===== config.mk =====
export PLATFORM = sky130hd
export DESIGN_NAME = lr35902_oam_dma
export DESIGN_NICKNAME = d
export VERILOG_FILES = /design/src/rtl/lr35902_pkg.sv /design/src/rtl/lr35902_oam_dma.sv
export SDC_FILE = /design/constraint.sdc
export NUM_CORES = 1
export LEC_CHECK = 0
export CORE_ASPECT_RATIO = 0.7
export CORE_MARGIN = 10
export CORE_UTILIZATION = 41
export CTS_CLUSTER_DIAMETER = 50
export CTS_CLUSTER_SIZE = 12
export DETAILED_ROUTE_END_ITERATION = 12
export GPL_TIMING_DRIVEN = 0
export PLACE_DENSITY_LB_ADDON = 0.15
export SLEW_MARGIN = 20
export SYNTH_ARGS = -nofsm -noshare
export SYNTH_HDL_FRONTEND = slang
export SYNTH_SLANG_ARGS = --single-unit

===== constraint.sdc =====
create_clock -name clk -period 1.7 [get_ports clk]
set_input_delay 0.425 -clock clk [delete_from_list [all_inputs] [get_ports clk]]
set_output_delay 0.425 -clock clk [all_outputs]
set_load 0.005 [all_outputs]

===== src/rtl/lr35902_pkg.sv =====
// lr35902_pkg: shared constants and types for the LR35902 bus-side blocks
package lr35902_pkg;
  localparam logic [15:0] OAM_DMA_REG = 16'hFF46;
  localparam logic [15:0] IO_BASE = 16'hFF00;
  localparam logic [7:0] DMA_FOLD_BASE = 8'hE0;
  typedef enum logic [1:0] {IDLE, START, XFER} dma_state_e;
  // Echo RAM pages 0xE0..0xFF alias work RAM 0xC0..0xDF
  function automatic logic [7:0] dma_src_fold(input logic [7:0] src);
    return (src >= DMA_FOLD_BASE) ? src - 8'h20 : src;
  endfunction
endpackage


===== src/rtl/lr35902_oam_dma.sv =====
// lr35902_oam_dma: OAM DMA engine and bus-master address mux feeding the address decoder
module lr35902_oam_dma
  import lr35902_pkg::*;
#(
  parameter int LEN = 160,
  parameter logic [7:0] REG_RESET = 8'hFF
) (
  input  logic        clk,
  input  logic        reset,
  input  logic        ce,
  input  logic [15:0] cpu_adr,
  input  logic        reg_wr,
  input  logic [7:0]  reg_din,
  output logic [7:0]  reg_dout,
  input  logic [7:0]  dma_din,
  output logic [15:0] adr,
  output logic        dma_active,
  output logic        cpu_block,
  output logic        oam_we,
  output logic [7:0]  oam_adr,
  output logic [7:0]  oam_dout
);
  localparam logic [7:0] LAST_IDX = 8'(LEN - 1);
  dma_state_e state_q;
  logic [7:0] idx_q, src_hi_q, oam_adr_q, oam_dout_q;
  logic       oam_we_q, fire, last;
  // A register write swallows a coincident ce, so nothing is sampled on that edge
  assign fire = (state_q == XFER) && ce && !reg_wr;
  assign last = idx_q == LAST_IDX;
  always_ff @(posedge clk or posedge reset)
    if (reset) begin
      state_q    <= IDLE;
      idx_q      <= '0;
      src_hi_q   <= REG_RESET;
      oam_we_q   <= 1'b0;
      oam_adr_q  <= '0;
      oam_dout_q <= '0;
    end else begin
      oam_we_q <= fire;
      if (fire) begin
        oam_adr_q  <= idx_q;
        oam_dout_q <= dma_din;
      end
      if (reg_wr) begin
        src_hi_q <= reg_din;
        idx_q    <= '0;
        state_q  <= START;
      end else if (ce) begin
        if (state_q == START) state_q <= XFER;
        else if (state_q == XFER) begin
          idx_q <= last ? 8'h00 : idx_q + 8'h01;
          if (last) state_q <= IDLE;
        end
      end
    end
  // The final write strobe lands after the engine has already returned to IDLE
  assign dma_active = (state_q == XFER) || oam_we_q;
  assign cpu_block  = dma_active && (cpu_adr < IO_BASE);
  assign adr        = (state_q == XFER) ? {dma_src_fold(src_hi_q), idx_q} : cpu_adr;
  assign reg_dout   = src_hi_q;
  assign oam_we     = oam_we_q;
  assign oam_adr    = oam_adr_q;
  assign oam_dout   = oam_dout_q;
endmodule


# After elaboration in Yosys (flattened, before gate mapping)
# Cells that the tools add are included.
[totals]
register_bits = 35
in_bits = 36
out_inout_bits = 43
wordCells = 37
[op_classes]
n_addsub = 2
magnitude_cmp = 2
n_eq_ne = 4
muxes = 12
n_reduce_logical = 11
[ops]
columns = ["cell", "count"]
rows = [
  ["8-bit 2-to-1 mux", 6],
  ["16-bit less-than comparator, second input constant", 1],
  ["16-bit 2-to-1 mux", 1],
  ["2-bit 2-to-1 mux", 5],
  ["8-bit by 1-bit adder with 8-bit output, second input constant", 1],
  ["8-bit == test, second input constant", 1],
  ["8-bit >= comparator, second input constant", 1],
  ["8-bit by 6-bit subtractor with 8-bit output, second input constant", 1],
  ["3-bit AND reduction", 2],
  ["3-bit nonzero test", 2],
  ["2-bit nonzero test", 2],
  ["1-bit logical AND", 3],
  ["2-bit by 1-bit == test with 1-bit output, second input constant", 1],
  ["2-bit == test, second input constant", 1],
  ["2-bit != test, second input constant", 1],
  ["1-bit zero test", 1],
  ["1-bit logical OR", 1],
]

# Longest topological paths before layout
# Gate-level depths: netlist of run 1.
[logic_depth]
word_depth = 6
ltp_mapped = 5
depth_no_buf = 5

# Least setup slack after synthesis of run 1
# No wires, ideal clock.
[synth_timing]
kind = "register -> output"
from = "register state_q[1]"
to = "output adr[0]"
arrival_time_ns = 1.212
t_required_ns = 1.275
slack_ns = 0.063
path_stages_with_launch = 4
n_path_buf = 1
path_cell_list = "dfrtp_1 -> nand2b_1 -> clkbuf_1 -> mux2_2"
[synth_via]
elab_chain_len = 2
[synth_rtl]
columns = ["item", "line_no", "text"]
rows = [
  ["from (decl)", "lr35902_oam_dma.sv:24", "dma_state_e state_q;"],
  ["from (signal assigned)", "lr35902_oam_dma.sv:32", "state_q <= IDLE;"],
  ["from (signal assigned)", "lr35902_oam_dma.sv:47", "state_q <= START;"],
  ["from (signal assigned)", "lr35902_oam_dma.sv:49", "if (state_q == START) state_q <= XFER;"],
  ["2-bit == test", "lr35902_oam_dma.sv:59", "assign adr = (state_q == XFER) ? {dma_src_fold(src_hi_q), idx_q} : cpu_adr;"],
  ["16-bit 2-to-1 mux", "lr35902_oam_dma.sv:59", ""],
  ["to (decl)", "lr35902_oam_dma.sv:16", "output logic [15:0] adr,"],
]
# Every way passes these cells.

# Worst setup path after layout of run 1
[layout_timing]
from = "register src_hi_q[5], in the netlist reg_dout[5]"
to = "output adr[14]"
[layout_via]
elab_chain_len = 3
word_cells_on_any_way = 4
cone_classes = "add/sub: 1; order compare: 1; mux: 2"
[layout_rtl]
columns = ["item", "line_no", "text"]
rows = [
  ["from (decl)", "lr35902_oam_dma.sv:25", "logic [7:0] idx_q, src_hi_q, oam_adr_q, oam_dout_q;"],
  ["from (signal assigned)", "lr35902_oam_dma.sv:45", "src_hi_q <= reg_din;"],
  ["8-bit by 6-bit subtractor with 8-bit output / 8-bit >= comparator (equally long branches)", "lr35902_pkg.sv:9", "return (src >= DMA_FOLD_BASE) ? src - 8'h20 : src;"],
  ["8-bit 2-to-1 mux *", "lr35902_pkg.sv:9", ""],
  ["16-bit 2-to-1 mux *", "lr35902_oam_dma.sv:59", ""],
]
# Every way passes the cells marked *; elsewhere a longest branch is shown, timed or not.

==> results.json, run 1 <==
{
  "syn_inst": 147,
  "synth-seq-cells": 35,
  "synth_ff_type": "dfrtp_1",
  "area_growth_syn_to_layout_pct": 69.8,
  "root_buffer": "clkbuf_8",
  "clock_sinks": 35,
  "grt_pass1_wl_mm": 8.64,
  "row_count": 19,
  "crit_path_start_kind": "register",
  "crit_path_max_incr_delay_ps": 540,
  "rsz0062_at_grt": "true",
  "cts_hold_buf": 0,
  "drive_above_1_share": 0.409,
  "dieArea_sq_um": 7180,
  "coreArea_sq_um": 3970,
  "dp_hpwl_mm": 3.90,
  "io_buffers": 78,
  "power.density_nw_per_um2": 840,
  "yosys_warnings": 0,
  "drc": 0,
  "postLayoutCellArea_sq_um": 2900,
  "gp_congestion": 0.755,
  "synth_edf_count": 0,
  "maxSlewViolCount": 0,
  "peakVddDrop_v": 0.000633,
  "nets": 279,
  "holdWs_ps": 508,
  "drt_iter0_markers": 103,
  "setup_viol": 17,
  "clk_pin_slew_ps": 70,
  "synthTopCellsByCount": "35 x mux2_2, 27 x dfrtp_1, 19 x nand2_1, 9 x nor2_1",
  "fin_ws_ps": -201,
  "cp_cell_sequence": "inv_2 -> ha_4 -> nand3_2 -> nand2_1 -> o21ai_1 -> buf_2",
  "yosysUniqueCellTypes": 26,
  "clk_latency_ps": 290,
  "synth.net_count": 185,
  "netlist_area_sq_um": 1710,
  "grt_max_degree": 36,
  "die_h_microns": 74.0,
  "min_path_type": "register to register",
  "vias_per_cell": 5.08,
  "antennaDiodeCount": 0,
  "num_vias": 1493,
  "synth_area_leaders": "dfrtp_1 40%, mux2_2 23%, dfstp_2 12%",
  "cp.required_ps": 1270,
  "p_leak_uw": 0.00136,
  "cap_violations": 0,
  "ys_seq_area_frac": 0.519,
  "yosysTopAreaCell": "dfrtp_1",
  "slew_headroom": 0.521,
  "fin_crit_ps": 1900,
  "fmax_mhz": 526,
  "yosys.cell_count.top_type": "mux2_2",
  "antenna_found_initial": 0,
  "crit_buf_inv": 2,
  "end_kind": "output port",
  "final-instance-count-excl-fill": 294,
  "cp_slowest_cell": "dfstp_2",
  "tns_ps": -2800,
  "violations": "setup timing",
  "cts_made_buffers": 5,
  "hold_viol": 0,
  "h-tree-depth": 2,
  "wl_mm": 5.50,
  "post_drt_wl_per_cell_microns": 18.7,
  "fin_crit_sh": 1.12,
  "io_pins": 79,
  "syn_avg_cell_area_sq_um": 11.6,
  "dr.pass1.iters": 4,
  "crit_family": "flip-flops",
  "place_ws_ps": -676,
  "start_util": 0.430,
  "clock_skew_ps": 7.83,
  "status": "complete, but fails checks",
  "worstSetupPathType": "register to output port",
  "crit_path_max_fanout": 2,
  "grt_use_total": 0.148,
  "nFillCells": 276,
  "dp_cells": 277,
  "globalRouteOverflowTotal": 0,
  "dpl_cell_area_sq_um": 2550,
  "drtAntennaViolNets": 0,
  "tightest_slew_ps": 717,
  "grt_pass1_vias": 1684,
  "cp.arrival_ps": 1480,
  "clockBufferDepth": 2,
  "synth_top_area_share": 0.396,
  "async_flop_share": 1.00,
  "die_w_microns": 97.1,
  "tritoncts": "yes"
}
==> where the power goes <==
part	leakage (uW)	total, uW	internal [uW]	switching (uW)
clock network	0.0000644	901	585	316
logic	0.000850	552	361	192
registers	0.000443	979	926	52.3
total	0.00136	2430	1870	560
==> worst paths after layout <==
kind	cells past startpoint	slack [ps]	from	to
setup / recovery	6	-200	reg_dout[5]$_DFFE_PP1P_	adr[14]
hold / removal	1	510	oam_adr[7]$_DFFE_PP0P_	oam_adr[7]$_DFFE_PP0P_
setup reg to reg	6	20	state_q[0]$_DFFE_PP0P_	oam_adr[2]$_DFFE_PP0P_
hold reg to reg	1	510	oam_adr[7]$_DFFE_PP0P_	oam_adr[7]$_DFFE_PP0P_
max in group asynchronous	2	610	reset	state_q[1]$_DFFE_PP0P_
min in group asynchronous	2	580	reset	oam_dout[6]$_DFFE_PP0P_
==> worst register-to-register path, delay by kind of cell, from the launching register on <==
| family | cells | cell delay (ps) |
|---|---|---|
| DFF | 1 | 400 |
| and+or+nand+nor | 2 | 380 |
| buffers and inverters | 3 | 450 |
| muxes | 1 | 350 |
==> area by class of cell <==
type / instances / area (sq um) / share of cell area
multi-input cells: 103 / 886 / 0.306
repair buffers: 87 / 857 / 0.296
clock buffers: 5 / 68.8 / 0.0238
plain buffers: 5 / 48.8 / 0.0168
inverters: 4 / 15.0 / 0.00518
flip-flops and latches: 35 / 888 / 0.307
clock inverters: 3 / 67.6 / 0.0233
well taps: 52 / 65.1 / 0.0225
==> layer usage <==
| layer | part of all wire | GRT usage | up-vias |
|---|---|---|---|
| li1 | - | - | 706 |
| met1 | 0.39 | 0.161 | 726 |
| met2 | 0.51 | 0.259 | 55 |
| met3 | 0.087 | 0.0666 | 6 |
| met4 | 0.010 | 0.0457 | 0 |
| met5 | 0 | 0 | - |
==> state kept, by name (all words and copies together) (netlist names) <==
| register | cells |
|---|---|
| idx_q | 8 |
| oam_adr | 8 |
| oam_dout | 8 |
| oam_we | 1 |
| reg_dout | 8 |
| state_q | 2 |
==> cells by family after synthesis <==
logic type                 count (synthesis)  share of synthesized area
xor gates and xnor gates                   3                     0.0154
AOI/OAI and AO/OA                         14                     0.0455
DFF                                       35                      0.519
muxes                                     36                      0.237
and+or+nand+nor                           48                      0.146
buffers and inverters                      9                     0.0220
adders and majority gates                  2                     0.0147
==> repair_timing <==
| item | CTS | global route |
|---|---|---|
| resized for setup | 126 | 17 |
| pin swaps | 11 | 6 |
| cloned | 2 | 0 |
| buffers inserted | 6 | 1 |
| setup endpoints to repair | 42 | 20 |
==> layout by cell type (no fill, tap or decap), drive strengths merged <==
cell / n
nor2: 10
nand2b: 4
and4: 1
bufinv: 2
mux2i: 1
o21ai: 8
nand2: 19
buf: 28
dlymetal6s2s: 1
a21oi: 3
clkinvlp: 1
a311oi: 1
a31oi: 1
nand4: 3
mux2: 35
xor2: 3
dfstp: 8
clkbuf: 9
inv: 4
o21a: 1
nand3b: 2
or3: 2
dfrtp: 27
ha: 2
dlygate4sd2: 13
clkdlybuf4s50: 46
and3b: 1
nand3: 6
==> per-stage QoR <==
stage                util  power, uW
global route        0.730       2540
CTS                 0.712       2420
global placement    0.643       1470
floorplan               -       1150
detailed placement  0.643       1490
finish              0.730       2430
Power figures use the tool's default switching activity.
==> run 2, diff against run 1 <==
Settings changed: CORE_UTILIZATION 41 to 37.
Clock period 1.7 ns to 1.6 ns, I/O delays scaled along.
==> run 2 against run 1 <==
- sequential power is 6% higher
- setup slack worse by 79 ps
- global-route usage is 1.2 points lower
- the run still ends with setup timing left
- flip-flop and latch count stayed put
- sequential share of layout area hardly changed
- utilization is 7.1 points lower
- cell area is 0.13% higher
- count of clock-buffer cells in the layout is 2 higher
==> results.json, run 2 (synthesized netlist as in run 1, its figures left out) <==
{
  "maxSlewViolCount": 0,
  "antenna_found_initial": 0,
  "clockBufferDepth": 2,
  "drc": 0,
  "antennaDiodeCount": 0,
  "start_util": 0.387,
  "clock_sinks": 35,
  "post_drt_wl_per_cell_microns": 17.8,
  "ff2ff_path_depth": 5,
  "nets": 281,
  "io_buffers": 78,
  "grt_pass1_vias": 1544,
  "dp_hpwl_mm": 3.64,
  "place_ws_ps": -688,
  "crit_path_start_kind": "register",
  "row_count": 20,
  "r2r_slack_ps": 50,
  "h-tree-depth": 2,
  "sw_frac_of_total": 0.251,
  "met3_length_microns": 396,
  "dieArea_sq_um": 7770,
  "fmax_mhz": 532,
  "drt_iter0_markers": 90,
  "gp_congestion": 0.772,
  "layout_commonest_cell": "clkdlybuf4s50_1",
  "layout_common_cells": "43 x clkdlybuf4s50_1, 24 x dfrtp_1, 22 x mux2_2",
  "power.density_nw_per_um2": 770,
  "power_frac_comb": 0.265,
  "vias_per_cell": 4.90,
  "tns_ps": -4380,
  "final-instance-count-excl-fill": 298,
  "grt_use_total": 0.136,
  "cp.arrival_ps": 1480,
  "critPathLaunch": "state_q[0]$_DFFE_PP0P_",
  "cp.required_ps": 1200,
  "peakVddDrop_v": 0.000677,
  "r2r-end": "oam_adr[5]$_DFFE_PP0P_",
  "p_clk_frac": 0.271,
  "die_w_microns": 101,
  "worstSetupPathType": "register to output port",
  "worstSetupEndpoint": "adr[0]",
  "die_h_microns": 76.8,
  "drtAntennaViolNets": 0,
  "cts_hold_buf": 0,
  "power.total_uw": 2230,
  "status": "complete, but fails checks",
  "route.met2.wl_mm": 2.61,
  "nFillCells": 365,
  "cts_made_buffers": 5,
  "setup_viol": 18,
  "tritoncts": "yes",
  "p_int_uw": 1670,
  "grt_max_degree": 36,
  "slew_headroom": 0.525,
  "fin_crit_sh": 1.17,
  "postLayoutCoreUtil": 0.659,
  "p_leak_uw": 0.00146,
  "violations": "setup timing",
  "end_kind": "output port",
  "drive_above_1_share": 0.428,
  "dr.pass1.iters": 4,
  "clk_latency_ps": 290,
  "io_pins": 79,
  "rsz0062_at_grt": "true",
  "hold_viol": 0,
  "clk_pin_slew_ps": 70,
  "min_path_type": "register to register",
  "fin_ws_ps": -280,
  "coreArea_sq_um": 4400,
  "grt_pass1_wl_mm": 8.54,
  "wl_mm": 5.31,
  "fin_crit_ps": 1880,
  "root_buffer": "clkbuf_8",
  "dp_cells": 280,
  "top_layer": "met4",
  "num_vias": 1461,
  "cap_violations": 0,
  "wl_met1_mm": 2.29,
  "clock_skew_ps": 11.3,
  "area_growth_syn_to_layout_pct": 70.1,
  "seqPwrFrac": 0.464,
  "power_switching_uw": 560,
  "r2r_start": "state_q[0]$_DFFE_PP0P_",
  "crit_path_max_fanout": 5,
  "globalRouteOverflowTotal": 0,
  "tightest_slew_ps": 711
}
==> run 2: layer usage <==
| layer | up-vias | GRT usage |
|---|---|---|
| met5 | - | 0 |
| li1 | 708 | - |
| met2 | 34 | 0.206 |
| met1 | 717 | 0.171 |
| met4 | 0 | 0.0208 |
| met3 | 2 | 0.0707 |
==> run 2: worst min-delay path by stage <==
stage / cells after the start / slack [ps] / to / from
after floorplan: 2 / 500 / reg_dout[6]$_DFFE_PP1P_ / reg_dout[6]$_DFFE_PP1P_
after global placement: 1 / 490 / oam_adr[1]$_DFFE_PP0P_ / oam_adr[1]$_DFFE_PP0P_
after detailed placement: 1 / 500 / oam_dout[4]$_DFFE_PP0P_ / oam_dout[4]$_DFFE_PP0P_
after CTS: 1 / 510 / oam_adr[7]$_DFFE_PP0P_ / oam_adr[7]$_DFFE_PP0P_
after global routing: 1 / 530 / oam_adr[0]$_DFFE_PP0P_ / oam_adr[0]$_DFFE_PP0P_
final: 1 / 500 / oam_dout[5]$_DFFE_PP0P_ / oam_dout[5]$_DFFE_PP0P_
==> run 2: timing repair <==
| action | in CTS | in global routing |
|---|---|---|
| pin swaps | 8 | 5 |
| gates resized for setup | 127 | 30 |
| hold endpoints to repair | 0 | 0 |
| buffers inserted | 7 | 3 |
| gates cloned | 2 | 0 |
| endpoints found under the setup margin | 43 | 46 |
==> run 2: per-stage QoR <==
step	hold slack [ps]	cell area (sq um)
after global routing	526	2900
after floorplan	502	1710
after detailed placement	495	2560
after global placement	487	2560
final	501	2900
after CTS	512	2820
==> run 2: critical path: stages (launching register included) <==
cell       delay (ps)
dfrtp_1           410
nand2b_4          190
clkbuf_16         170
mux2_4            300
buf_6             120
==> run 2: layout make-up <==
type                       instances  area (sq um)  share of cell area
timing repair buffer              89           895               0.308
multi-input combinational        103           893               0.308
sequential                        35           890               0.307
clock buffer                       7          76.3              0.0263
tap                               55          68.8              0.0237
buffer                             5          62.6              0.0216
inverter                           4          15.0             0.00518
==> run 2: power groups by stage <==
stage | Combinational, uW | Clock (uW) | Sequential [uW]
final | 591 | 605 | 1040
after floorplan | 164 | 0 | 1060
after CTS | 585 | 623 | 1040
after global routing | 638 | 679 | 1050
after detailed placement | 522 | 0 | 1060
after global placement | 522 | 0 | 1050
